$ cat src/rtl/zx_kbd_pkg.sv
// Shared constants for the ZX Spectrum keyboard path: matrix coordinates,
// composite-key codes, prefix FSM states and the lookup result record.
package zx_kbd_pkg;

  localparam logic [2:0] ROW_CS_V = 3'd0;  // A8:  CS Z X C V
  localparam logic [2:0] ROW_A_G  = 3'd1;  // A9:  A S D F G
  localparam logic [2:0] ROW_Q_T  = 3'd2;  // A10: Q W E R T
  localparam logic [2:0] ROW_1_5  = 3'd3;  // A11: 1 2 3 4 5
  localparam logic [2:0] ROW_0_6  = 3'd4;  // A12: 0 9 8 7 6
  localparam logic [2:0] ROW_P_Y  = 3'd5;  // A13: P O I U Y
  localparam logic [2:0] ROW_EN_H = 3'd6;  // A14: ENTER L K J H
  localparam logic [2:0] ROW_SP_B = 3'd7;  // A15: SPACE SS M N B

  localparam logic [2:0] COL_0 = 3'd0;
  localparam logic [2:0] COL_1 = 3'd1;
  localparam logic [2:0] COL_2 = 3'd2;
  localparam logic [2:0] COL_3 = 3'd3;
  localparam logic [2:0] COL_4 = 3'd4;

  localparam logic [2:0] COMP_NONE  = 3'd0;
  localparam logic [2:0] COMP_LEFT  = 3'd1;
  localparam logic [2:0] COMP_DOWN  = 3'd2;
  localparam logic [2:0] COMP_UP    = 3'd3;
  localparam logic [2:0] COMP_RIGHT = 3'd4;
  localparam logic [2:0] COMP_BKSP  = 3'd5;
  localparam int         NUM_COMP   = 5;

  localparam logic [7:0] CODE_E0  = 8'hE0;
  localparam logic [7:0] CODE_E1  = 8'hE1;
  localparam logic [7:0] CODE_BAT = 8'hAA;
  localparam logic [2:0] SKIP_LEN = 3'd7;

  typedef enum logic [1:0] {
    ST_IDLE = 2'd0,
    ST_EXT  = 2'd1,
    ST_SKIP = 2'd2
  } kbd_state_e;

  typedef struct packed {
    logic       valid;
    logic [2:0] row;
    logic [2:0] col;
    logic [2:0] comp;
  } kbd_map_t;

  function automatic kbd_map_t map_key(input logic [2:0] r, input logic [2:0] c);
    return '{valid: 1'b1, row: r, col: c, comp: COMP_NONE};
  endfunction

  function automatic kbd_map_t map_comp(input logic [2:0] cp);
    return '{valid: 1'b1, row: 3'd0, col: 3'd0, comp: cp};
  endfunction

  // Digit key that each composite pairs with CAPS SHIFT, as {row, col}.
  function automatic logic [5:0] comp_target(input logic [2:0] cp);
    case (cp)
      COMP_LEFT:  return {ROW_1_5, COL_4};
      COMP_DOWN:  return {ROW_0_6, COL_4};
      COMP_UP:    return {ROW_0_6, COL_3};
      COMP_RIGHT: return {ROW_0_6, COL_2};
      default:    return {ROW_0_6, COL_0};
    endcase
  endfunction

endpackage

$ cat src/rtl/keyboard_map.sv
// Combinational PS/2 set-2 scancode to ZX matrix lookup. Extended (E0) codes
// use a separate small table; anything not listed comes back with valid=0.
module keyboard_map
  import zx_kbd_pkg::*;
(
  input  logic       ext_i,
  input  logic [7:0] code_i,
  output kbd_map_t   map_o
);

  always_comb begin
    map_o = '0;
    if (ext_i) begin
      case (code_i)
        8'h75:   map_o = map_comp(COMP_UP);
        8'h72:   map_o = map_comp(COMP_DOWN);
        8'h6B:   map_o = map_comp(COMP_LEFT);
        8'h74:   map_o = map_comp(COMP_RIGHT);
        8'h5A:   map_o = map_key(ROW_EN_H, COL_0);
        8'h14:   map_o = map_key(ROW_SP_B, COL_1);
        default: map_o = '0;
      endcase
    end else begin
      case (code_i)
        8'h12, 8'h59: map_o = map_key(ROW_CS_V, COL_0);
        8'h1A: map_o = map_key(ROW_CS_V, COL_1);
        8'h22: map_o = map_key(ROW_CS_V, COL_2);
        8'h21: map_o = map_key(ROW_CS_V, COL_3);
        8'h2A: map_o = map_key(ROW_CS_V, COL_4);
        8'h1C: map_o = map_key(ROW_A_G, COL_0);
        8'h1B: map_o = map_key(ROW_A_G, COL_1);
        8'h23: map_o = map_key(ROW_A_G, COL_2);
        8'h2B: map_o = map_key(ROW_A_G, COL_3);
        8'h34: map_o = map_key(ROW_A_G, COL_4);
        8'h15: map_o = map_key(ROW_Q_T, COL_0);
        8'h1D: map_o = map_key(ROW_Q_T, COL_1);
        8'h24: map_o = map_key(ROW_Q_T, COL_2);
        8'h2D: map_o = map_key(ROW_Q_T, COL_3);
        8'h2C: map_o = map_key(ROW_Q_T, COL_4);
        8'h16: map_o = map_key(ROW_1_5, COL_0);
        8'h1E: map_o = map_key(ROW_1_5, COL_1);
        8'h26: map_o = map_key(ROW_1_5, COL_2);
        8'h25: map_o = map_key(ROW_1_5, COL_3);
        8'h2E: map_o = map_key(ROW_1_5, COL_4);
        8'h45: map_o = map_key(ROW_0_6, COL_0);
        8'h46: map_o = map_key(ROW_0_6, COL_1);
        8'h3E: map_o = map_key(ROW_0_6, COL_2);
        8'h3D: map_o = map_key(ROW_0_6, COL_3);
        8'h36: map_o = map_key(ROW_0_6, COL_4);
        8'h4D: map_o = map_key(ROW_P_Y, COL_0);
        8'h44: map_o = map_key(ROW_P_Y, COL_1);
        8'h43: map_o = map_key(ROW_P_Y, COL_2);
        8'h3C: map_o = map_key(ROW_P_Y, COL_3);
        8'h35: map_o = map_key(ROW_P_Y, COL_4);
        8'h5A: map_o = map_key(ROW_EN_H, COL_0);
        8'h4B: map_o = map_key(ROW_EN_H, COL_1);
        8'h42: map_o = map_key(ROW_EN_H, COL_2);
        8'h3B: map_o = map_key(ROW_EN_H, COL_3);
        8'h33: map_o = map_key(ROW_EN_H, COL_4);
        8'h29: map_o = map_key(ROW_SP_B, COL_0);
        8'h14: map_o = map_key(ROW_SP_B, COL_1);
        8'h3A: map_o = map_key(ROW_SP_B, COL_2);
        8'h31: map_o = map_key(ROW_SP_B, COL_3);
        8'h32: map_o = map_key(ROW_SP_B, COL_4);
        8'h66: map_o = map_comp(COMP_BKSP);
        default: map_o = '0;
      endcase
    end
  end

endmodule

$ cat src/rtl/keyboard_matrix.sv
// PS/2 scancode events to ZX Spectrum 8x5 key matrix: E0/E1 prefix FSM,
// key/composite state registers and the active-low port-FE row read mux.
module keyboard_matrix
  import zx_kbd_pkg::*;
(
  input  logic       clock,
  input  logic       reset,
  input  logic       ce,
  input  logic       strb,
  input  logic       make,
  input  logic [7:0] code,
  input  logic [7:0] a,
  output logic [4:0] q,
  output logic       busy
);

  kbd_state_e          state_q;
  logic [2:0]          skip_q;
  logic                busy_q;
  logic [7:0][4:0]     base_q;   // 0 = held, matches bus polarity
  logic [NUM_COMP:1]   comp_q;   // 1 = composite key held
  logic [7:0][4:0]     eff;
  logic [7:0][4:0]     row_sel;
  logic [5:0]          tgt;
  kbd_map_t            lk;

  keyboard_map u_map (
    .ext_i  (state_q == ST_EXT),
    .code_i (code),
    .map_o  (lk)
  );

  always_ff @(posedge clock) begin
    if (reset) begin
      state_q <= ST_IDLE;
      skip_q  <= '0;
      busy_q  <= 1'b0;
      base_q  <= '1;
      comp_q  <= '0;
    end else if (ce && strb) begin
      case (state_q)
        ST_IDLE, ST_EXT: begin
          if (code == CODE_E0) begin
            state_q <= ST_EXT;
          end else if (code == CODE_E1) begin
            state_q <= ST_SKIP;
            skip_q  <= SKIP_LEN;
            busy_q  <= 1'b1;
          end else begin
            state_q <= ST_IDLE;
            // BAT OK after a keyboard self-test: nothing can still be held.
            if (state_q == ST_IDLE && code == CODE_BAT) begin
              base_q <= '1;
              comp_q <= '0;
            end else if (lk.valid) begin
              if (lk.comp == COMP_NONE) base_q[lk.row][lk.col] <= make;
              else                      comp_q[lk.comp] <= ~make;
            end
          end
        end
        ST_SKIP: begin
          skip_q <= skip_q - 3'd1;
          if (skip_q == 3'd1) begin
            state_q <= ST_IDLE;
            busy_q  <= 1'b0;
          end
        end
        default: state_q <= ST_IDLE;
      endcase
    end
  end

  // Composites overlay CS and their digit without touching the real-key bits.
  always_comb begin
    eff = base_q;
    tgt = '0;
    if (|comp_q) eff[ROW_CS_V][COL_0] = 1'b0;
    for (int i = 1; i <= NUM_COMP; i++) begin
      if (comp_q[i]) begin
        tgt = comp_target(3'(i));
        eff[tgt[5:3]][tgt[2:0]] = 1'b0;
      end
    end
  end

  for (genvar gi = 0; gi < 8; gi++) begin : g_row
    assign row_sel[gi] = a[gi] ? 5'h1F : eff[gi];
  end

  always_comb begin
    q = 5'h1F;
    for (int r = 0; r < 8; r++) q = q & row_sel[r];
  end

  assign busy = busy_q;

endmodule
$ cat config.mk
export PLATFORM = sky130hd
export DESIGN_NAME = keyboard_matrix
export DESIGN_NICKNAME = d
export VERILOG_FILES = /design/src/rtl/zx_kbd_pkg.sv /design/src/rtl/keyboard_map.sv /design/src/rtl/keyboard_matrix.sv
export SDC_FILE = /design/constraint.sdc
export NUM_CORES = 1
export LEC_CHECK = 0
export ABC_CLOCK_PERIOD_IN_PS = 3300
export BUFFER_PORTS_ARGS = -buffer_cell sky130_fd_sc_hd__clkbuf_2
export CAP_MARGIN = 0
export CORE_UTILIZATION = 60
export CTS_CLUSTER_DIAMETER = 120
export DETAILED_ROUTE_END_ITERATION = 7
export GPL_TIMING_DRIVEN = 0
export PLACE_DENSITY = 0.79
export SLEW_MARGIN = 40
export SYNTH_ARGS = -nofsm -noshare
export SYNTH_HDL_FRONTEND = slang
export SYNTH_HIERARCHICAL = 1
export SYNTH_SLANG_ARGS = --single-unit
$ cat constraint.sdc
create_clock -name clock -period 3.3 [get_ports clock]
set_input_delay 0.165 -clock clock [delete_from_list [all_inputs] [get_ports clock]]
set_output_delay 0.165 -clock clock [all_outputs]
set_load 0.005 [all_outputs]
==> results.cfg, run 1 <==
[clock_tree]
post_cts_resize_count = 0
cts_root_buf = clkbuf_8
cts_buffers = 5
clkTransAtPathRegs_ps = 100
cts_setup_buffers = 0
cts_sinks = 51
clockBufferDepth = 2
clk_latency_ps = 310
htreeDepth = 2
cts_tree = done
hold_buffers = 0

[timing]
fin_ws_ps = 60.5
fin_crit_sh = 0.982
rsz0062_at_grt = true
finalSetupViolCount = 0
tightest_slew_ps = 687
holdWs_ps = 234
finalMaxSlewViolations = 0
skew_ps = 4.41
max_slew_margin = 0.542
fmax_mhz = 309
post-route-min-period_ps = 3240
finalHoldViolations = 0

[routing]
drt-initial-drc-count = 580
ant_nets = 0
vias_per_cell = 7.31
drc = 0
num_vias = 4405
drt_first_pass_iters = 6
finalWirelength_mm = 12.6
post_drt_wl_per_cell_um = 20.9

[power_and_ir_drop]
p_comb_frac = 0.189
leakage_nw = 1.42
pwr-share-seq = 0.462
p_sw_mw = 0.397
p_total_mw = 1.34
peakVddDrop_mv = 0.256
power_density_mw_per_mm2 = 322
pwr-share-clk = 0.349
p_int_mw = 0.944
swShare = 0.296

[yosys]
synth_edf_count = 0
netlist_area_sq_mm = 0.00376
ys_seq_area_frac = 0.271
ys_ff_latch = 51
synth_cell_type_count = 69
syn_area_per_cell_sq_um = 7.61
synth_ff_type = dfxtp_1
yosysWarnings = 6
async_flop_share = 0
synth_nets = 524
netlist_instances = 495

[global_route]
antenna_found_initial = 0
grt_usage = 0.389
overflow = 0
grt_pass1_wl_mm = 19.5
grt_max_degree = 17
grt_pass1_vias = 3902

[layout]
fin_area_sq_mm = 0.00416
n_antenna_cell = 0
final_common_cell = a21oi_1
syn2layout_area_growth_pct = 10.5
final_cell_mix = a21oi_1, dfxtp_1, o21ai_0, a211oi_1, nor2_1
nets = 556
final_util = 0.694
drive_gt1_frac = 0.133

[status]
status = finished clean

[worst_setup_path]
required_ps = 3520
worstSetupEndpointType = flop
crit_fanout = 10
startpoint_type = input pin
critical_path_arrival_ps = 3460
r2r_slack_ps = 310
criticalPathCategory = in2reg
reg2reg_from = state_q[0]
r2r-end = base_q[21]
reg2reg_depth = 10

[hold_path]
hold_path_end = comp_q[3]
min_path_cells = 4
hp-class = in2reg
worstHoldStart = make

[floorplanning]
rows = 28
start_util = 0.628
core_sq_mm = 0.00599
ios = 27
die_w_um = 81.2
die_h_um = 81.2
dieArea_sq_mm = 0.00660

[flow_run]
max_cap_viol_count = 0

[place]
io_buffers = 25
dp_hpwl_mm = 9.01
dpl_cell_area_sq_mm = 0.00400
place_congestion = 1.00
dp_slack_ps = -42.3
-- flip-flops by register name, summed over array words and instances, names as in the netlist --
| name | cells |
|---|---|
| state_q | 2 |
| busy | 1 |
| comp_q | 5 |
| base_q | 40 |
| skip_q | 3 |
-- logic make-up (layout without fill, tap and decap cells) --
family,count (synthesis),after routing,synth area share
AO/OA/AOI/OAI,212,212,0.365
AND/OR/NAND/NOR,167,167,0.259
flip-flops,51,51,0.271
buffers and inverters,51,84,0.0615
adder cells (fa/ha/maj),8,8,0.0266
multiplexers,5,5,0.0146
XOR/XNOR,1,1,0.00233
-- cell type report --
type,count,area (sq um)
clock inverters,2,38.8
plain buffers,36,176
fillers,520,1830
inverters,15,56.3
well taps,75,93.8
multi-input cells,393,2570
repair buffers,25,125
flip-flops and latches,51,1020
clock buffers,6,82.6
-- synth_stat cells, types with 3 or more instances --
cell,instances,area [sq um]
a221oi_1,6,52.6
ha_1,8,100
nand4b_1,3,26.3
a311oi_1,6,52.6
o21ai_1,3,15.0
o22ai_1,11,68.8
or2b_1,3,22.5
mux2i_1,3,30.0
nand3b_1,7,52.6
nand2b_1,15,93.8
a211oi_1,42,315
buf_4,3,22.5
a31oi_1,12,75.1
nor3_1,11,55.1
dfxtp_1,51,1020
nor2_1,36,135
buf_2,5,25.0
nor2b_1,12,75.1
o21ai_0,47,235
o221ai_1,6,52.6
a21oi_1,52,260
nor2_8,3,60.1
and2_1,3,18.8
nor4_1,5,31.3
or2_2,3,18.8
nand2_1,27,101
buf_6,3,33.8
nand3_1,14,70.1
inv_1,14,52.6
nand4_1,7,43.8
clkbuf_1,24,90.1
-- metrics by stage --
step,setup TNS (ps),instances
6_report,0,603
3_3_place_gp,-481,595
3_5_place_dp,-180,595
2_1_floorplan,0,495
4_1_cts,0,603
5_1_grt,-18.6,603
-- layer usage --
metal / global-route usage / part of all wire / wire length (um) / vias to the layer above
met3: 0.0787 / 0.12 / 1490 / 44
met5: 0 / 0 / 0 / -
met4: 0.143 / 0.025 / 310 / 0
met1: 0.561 / 0.43 / 5410 / 2056
met2: 0.564 / 0.43 / 5360 / 340
li1: - / - / - / 1965
-- power by group through the flow --
stage,clock [mW],combinational [mW],sequential [mW]
floorplan,0,0.156,0.633
global placement,0,0.234,0.634
detailed placement,0,0.237,0.634
CTS,0.468,0.238,0.620
global route,0.486,0.268,0.620
finish,0.468,0.254,0.620
-- worst max-delay path by stage --
stage / startpoint / to / slack, ps / cells past startpoint
CTS: state_q[0] / base_q[2] / 50 / 10
global placement: code[1] / base_q[8] / -70 / 13
floorplan: code[1] / base_q[9] / 790 / 11
global route: code[1] / base_q[21] / -20 / 14
finish: code[1] / base_q[21] / 60 / 14
detailed placement: code[1] / base_q[13] / -40 / 13
-- worst max-delay path, cell delays in order --
cell and delay [ps]:
clkbuf_2 140, buf_2 200, inv_1 110, ha_1 310, and4bb_2 260, a31oi_1 40, o31ai_1 430, a21boi_1 250
clkbuf_1 380, nor2b_1 350, nand2_1 230, o21ai_0 250, a211oi_1 140, a21oi_1 200
Power figures use the tool's default switching activity.
==> inputs of run 2 (changes only) <==
Settings changed: CELL_PAD_IN_SITES_DETAIL_PLACEMENT set to 1, CELL_PAD_IN_SITES_GLOBAL_PLACEMENT set to 2, CORE_UTILIZATION 60 to 36, PLACE_DENSITY 0.79 to unset, PLACE_DENSITY_LB_ADDON set to 0.1.
==> run 2 against run 1 <==
Net effect: global-route usage shrank 11 points; critical path depth shrank 1; setup slack gained 140 ps.
==> results.cfg, run 2 (same netlist as run 1, synthesis figures left out) <==
[layout]
reg_top3 = base_q (40), comp_q (5), skip_q (3)
final_cell_mix = a21oi_1, dfxtp_1, o21ai_0, a211oi_1, nor2_1
nets = 555
final_common_cell = a21oi_1
regMostFlops = base_q
syn2layout_area_growth_pct = 11.7
regArea_sq_mm = 0.00102
fillers = 1255
multi_input_area_sq_mm = 0.00256
n_antenna_cell = 0
largest_reg_flops = 40
fin_area_sq_mm = 0.00420
drive_gt1_frac = 0.133

[worst_setup_path]
criticalPathCategory = in2reg
worstSetupEndpointType = flop
startpoint_type = input pin
crit_fanout = 10
critical_path_arrival_ps = 3350
required_ps = 3550

[floorplanning]
ios = 27
rows = 36
core_sq_mm = 0.00995
die_h_um = 104
start_util = 0.378
die_w_um = 104
dieArea_sq_mm = 0.0109

[timing]
finalSetupViolCount = 0
tightest_slew_ps = 721
fin_ws_ps = 201
skew_ps = 13.0
fmax_mhz = 323
max_slew_margin = 0.519
finalHoldViolations = 0
fin_crit_sh = 0.939
finalMaxSlewViolations = 0
post-route-min-period_ps = 3100
rsz0062_at_grt = true

[place]
io_buffers = 25
place_congestion = 0.896
dp_slack_ps = -207
dp_hpwl_mm = 11.2
dpl_cell_area_sq_mm = 0.00407

[clock_tree]
hold_buffers = 0
cts_sinks = 51
cts_setup_buffers = 0
cts_buffers = 5
cts_tree = done
htreeDepth = 2
cts_root_buf = clkbuf_8
clkTransAtPathRegs_ps = 100
clockBufferDepth = 2
clk_latency_ps = 330

[global_route]
overflow = 0
grt_usage = 0.284
grt_max_degree = 17
grt_pass1_vias = 4312
antenna_found_initial = 0
grt_pass1_wl_mm = 24.4

[status]
status = finished clean

[routing]
finalWirelength_mm = 15.0
drt-initial-drc-count = 301
num_vias = 4291
ant_nets = 0
drt_first_pass_iters = 5
post_drt_wl_per_cell_um = 22.8
drc = 0
vias_per_cell = 6.50

[power_and_ir_drop]
peakVddDrop_mv = 0.155
leakage_nw = 1.42
power_density_mw_per_mm2 = 309

[hold_path]
hp-class = in2reg

[flow_run]
max_cap_viol_count = 0
==> run 2: power by group <==
part	switching, mW	total [mW]	leakage (nW)	internal (mW)
combinational	0.186	0.264	0.959	0.0780
clock	0.243	0.415	0.0474	0.172
sequential	0.00247	0.620	0.413	0.617
total	0.431	1.30	1.42	0.868
==> run 2: metrics by stage <==
stage	setup TNS, ps	total power, mW	std cells	util	hold WS, ps
6_report	0	1.30	660	0.422	215
3_5_place_dp	-3940	0.887	653	0.409	484
2_1_floorplan	0	0.789	495	-	383
5_1_grt	-481	1.34	660	0.422	229
4_1_cts	0	1.29	661	0.419	202
3_3_place_gp	-4380	0.883	653	0.407	471
==> run 2: worst paths after layout <==
| check | startpoint | to | slack (ps) | cells past startpoint |
|---|---|---|---|---|
| setup / recovery | code[1] | base_q[19] | 200 | 13 |
| hold / removal | make | comp_q[1] | 210 | 4 |
| setup reg to reg | state_q[0] | base_q[19] | 270 | 10 |
| hold reg to reg | busy | busy | 500 | 2 |
==> run 2: layout make-up <==
type                       instances  share of cell area
clock inverter                     2             0.00387
timing repair buffer              25              0.0298
tap                              133              0.0396
multi-input combinational        393               0.610
buffer                            35              0.0414
sequential                        51               0.243
clock buffer                       6              0.0196
inverter                          15              0.0134
==> run 2: critical path, cell delays in order <==
cell,delay [ps]
clkbuf_2,160
buf_2,210
inv_1,120
ha_1,320
and4bb_2,260
a31oi_1,50
o31ai_1,370
a32o_1,520
nor2b_1,370
nand2_1,250
o21ai_0,300
a211oi_1,110
a21oi_1,140
==> run 2: layer usage <==
| metal | track usage | vias up | part of all wire |
|---|---|---|---|
| met5 | 0 | - | 0 |
| met4 | 0.0776 | 0 | 0.022 |
| met3 | 0.0457 | 31 | 0.066 |
| met2 | 0.421 | 170 | 0.43 |
| met1 | 0.419 | 2132 | 0.48 |
| li1 | - | 1958 | - |
==> run 2: repair_timing <==
item	in CTS	in global routing
pin swaps	0	1
endpoints found under the setup margin	6	34
resized for setup	1	8
==> inputs of run 3 (changes only) <==
Settings changed: ABC_AREA set to 1, CORE_UTILIZATION 36 to 33, PLACE_DENSITY_LB_ADDON 0.1 to 0.3.
==> run 3 against run 2 <==
Net effect: core utilization is 4.0 points lower; sequential power hardly changed; register-to-register slack better by 160 ps; non-clock buffer count is 4 higher; setup slack better by 230 ps; cell count is 38% higher; clock skew is 9.2 ps lower; critical endpoint is now base_q[9].
==> results.cfg, run 3 <==
[timing]
tightest_slew_ps = 812
finalSetupViolCount = 0
skew_ps = 3.85
post-route-min-period_ps = 2870
fin_crit_sh = 0.870
finalMaxSlewViolations = 0
finalHoldViolations = 0
rsz0062_at_grt = false
tns_ps = 0
max_slew_margin = 0.456
fmax_mhz = 348
fin_ws_ps = 430

[worst_setup_path]
cp_num_buf_inv = 1
critical_path_arrival_ps = 3030
reg2reg_from = state_q[1]
crit_family = simple AND/OR/NAND/NOR gates
reg2reg_depth = 12
required_ps = 3460
worstSetupEndpointType = flop
r2r-end = base_q[9]
endpoint = base_q[9]
cp_slowest_cell = nor2_1
crit_chain = nor2_1 > clkbuf_1 > nor2_1 > nand3_1 > a21oi_1 > nand2_1 > nor2_1 > nand2_1 > nand2_1 > nand4_1 > nand2_1 > nand3_1
crit_cells = 12
max_stage_delay_ps = 530
criticalPathCategory = reg2reg
cp_common_cell = nand2_1
startpoint_type = flop
crit_fanout = 9
critPathLaunch = state_q[1]
r2r_slack_ps = 430

[floorplanning]
die_w_um = 117
start_util = 0.341
die_h_um = 117
ios = 27
rows = 41
dieArea_sq_mm = 0.0136
core_sq_mm = 0.0127

[yosys]
async_flop_share = 0
ys_seq_area_frac = 0.235
yosysMostFrequentCell = nand2_1
netlist_instances = 703
synth_cell_type_count = 38
ys_ff_latch = 51
synth_edf_count = 0
synth_nets = 732
synth_top_cell_by_area = dfxtp_1
syn_area_per_cell_sq_um = 6.17
yosysWarnings = 6
synth_common_cells = nand2_1, nand4_1, nand3_1
synth_ff_type = dfxtp_1
netlist_top_cells_area = dfxtp_1, nand2_1, nand4_1
netlist.area_leader.share = 0.235
netlist_area_sq_mm = 0.00434

[place]
place_congestion = 0.872
dp_slack_ps = 54.1
io_buffers = 26
dp_hpwl_mm = 12.2

[routing]
wl_met2_mm = 7.41
drc = 0
finalWirelength_mm = 15.9
post_drt_wl_per_cell_um = 17.5
num_vias = 4970
wl_met3_um = 718
ant_nets = 0
vias_per_cell = 5.47
wl_met1_mm = 7.59
topRoutingLayerUsed = met4
drt-initial-drc-count = 275
drt_first_pass_iters = 5

[layout]
final_cell_mix = nand2_1, nand4_1, nand3_1, inv_1, dfxtp_1
final_util = 0.382
n_antenna_cell = 0
drive_gt1_frac = 0.159
syn2layout_area_growth_pct = 12.0
nets = 765
fillers = 1755
largest_reg_flops = 40
regArea_sq_mm = 0.00102
reg_top3 = base_q (40), comp_q (5), skip_q (3)
final_common_cell = nand2_1
regMostFlops = base_q
multi_input_area_sq_mm = 0.00285

[clock_tree]
cts_sinks = 51
cts_tree = done
cts_root_buf = clkbuf_16
clockBufferDepth = 2
cts_setup_buffers = 0
cts_buffers = 5
htreeDepth = 2
clkTransAtPathRegs_ps = 70
clk_latency_ps = 300

[global_route]
grt_pass1_wl_mm = 25.7
grt_pass1_vias = 4837
grt_usage = 0.245
grt_max_degree = 16
antenna_found_initial = 0
overflow = 0

[status]
status = finished clean

[power_and_ir_drop]
power_density_mw_per_mm2 = 306
leakage_nw = 2.37
p_total_mw = 1.49
peakVddDrop_mv = 0.206

[hold_path]
hp-class = in2reg
min_path_cells = 2

[flow_run]
max_cap_viol_count = 0
[run 3: cell count changes in the layout (fill, tap and decap cells not counted), moves of 13 or more]
cell,before,now
nand2b_1,15,0
clkbuf_1,21,8
nand3_1,14,74
nand2_1,27,219
a21oi_1,52,20
inv_1,14,53
o21ai_0,47,8
nor2_1,36,49
nand4_1,7,82
a211oi_1,42,0
[run 3: logic make-up after synthesis]
group | after synthesis | share of synthesized area
DFF | 51 | 0.235
and+or+nand+nor | 480 | 0.540
buffers and inverters | 101 | 0.113
adders and majority gates | 8 | 0.0231
AOI/OAI and AO/OA | 63 | 0.0885
[run 3: worst register-to-register path, stage by stage (launching register included)]
cell and delay [ps]:
dfxtp_1 450, nor2_1 110, clkbuf_1 230, nor2_1 190, nand3_1 100, a21oi_1 450, nand2_1 120, nor2_1 530
nand2_1 150, nand2_1 160, nand4_1 100, nand2_1 70, nand3_1 80
[run 3: through the flow]
step | hold WS, ps | area (sq um) | instances
floorplan | 234 | 4340 | 703
global placement | 431 | 4680 | 901
detailed placement | 444 | 4680 | 901
CTS | 129 | 4840 | 909
global route | 152 | 4860 | 909
finish | 136 | 4860 | 909
[run 3: layout make-up]
cell class | count | area share
clock buffer | 7 | 0.0293
clock inverter | 1 | 0.00180
multi-input combinational | 551 | 0.587
tap | 172 | 0.0443
buffer | 38 | 0.0523
inverter | 63 | 0.0486
sequential | 51 | 0.210
timing repair buffer | 26 | 0.0268
[run 3: repair_timing]
item | in CTS | in global routing
resized for setup | 0 | 4
endpoints found under the setup margin | 0 | 7
endpoints found under the hold margin | 0 | 0
hold buffers | 0 | 0
[run 3: how the worst min path moves through the flow]
stage | start | endpoint | slack [ps]
final | reset | skip_q[2] | 140
after global routing | reset | skip_q[2] | 150
after CTS | reset | skip_q[2] | 130
after detailed placement | reset | skip_q[2] | 440
after global placement | reset | skip_q[2] | 430
after floorplan | reset | busy | 230
[run 3: where the power goes]
group	switching, mW	total (mW)	internal [mW]
clock	0.250	0.555	0.305
combinational	0.229	0.313	0.0840
sequential	0.00298	0.621	0.618
[run 3: metal layers]
layer	up-vias	GRT usage
li1	2464	-
met1	2386	0.342
met4	0	0.0498
met2	105	0.404
met5	-	0
met3	15	0.0301
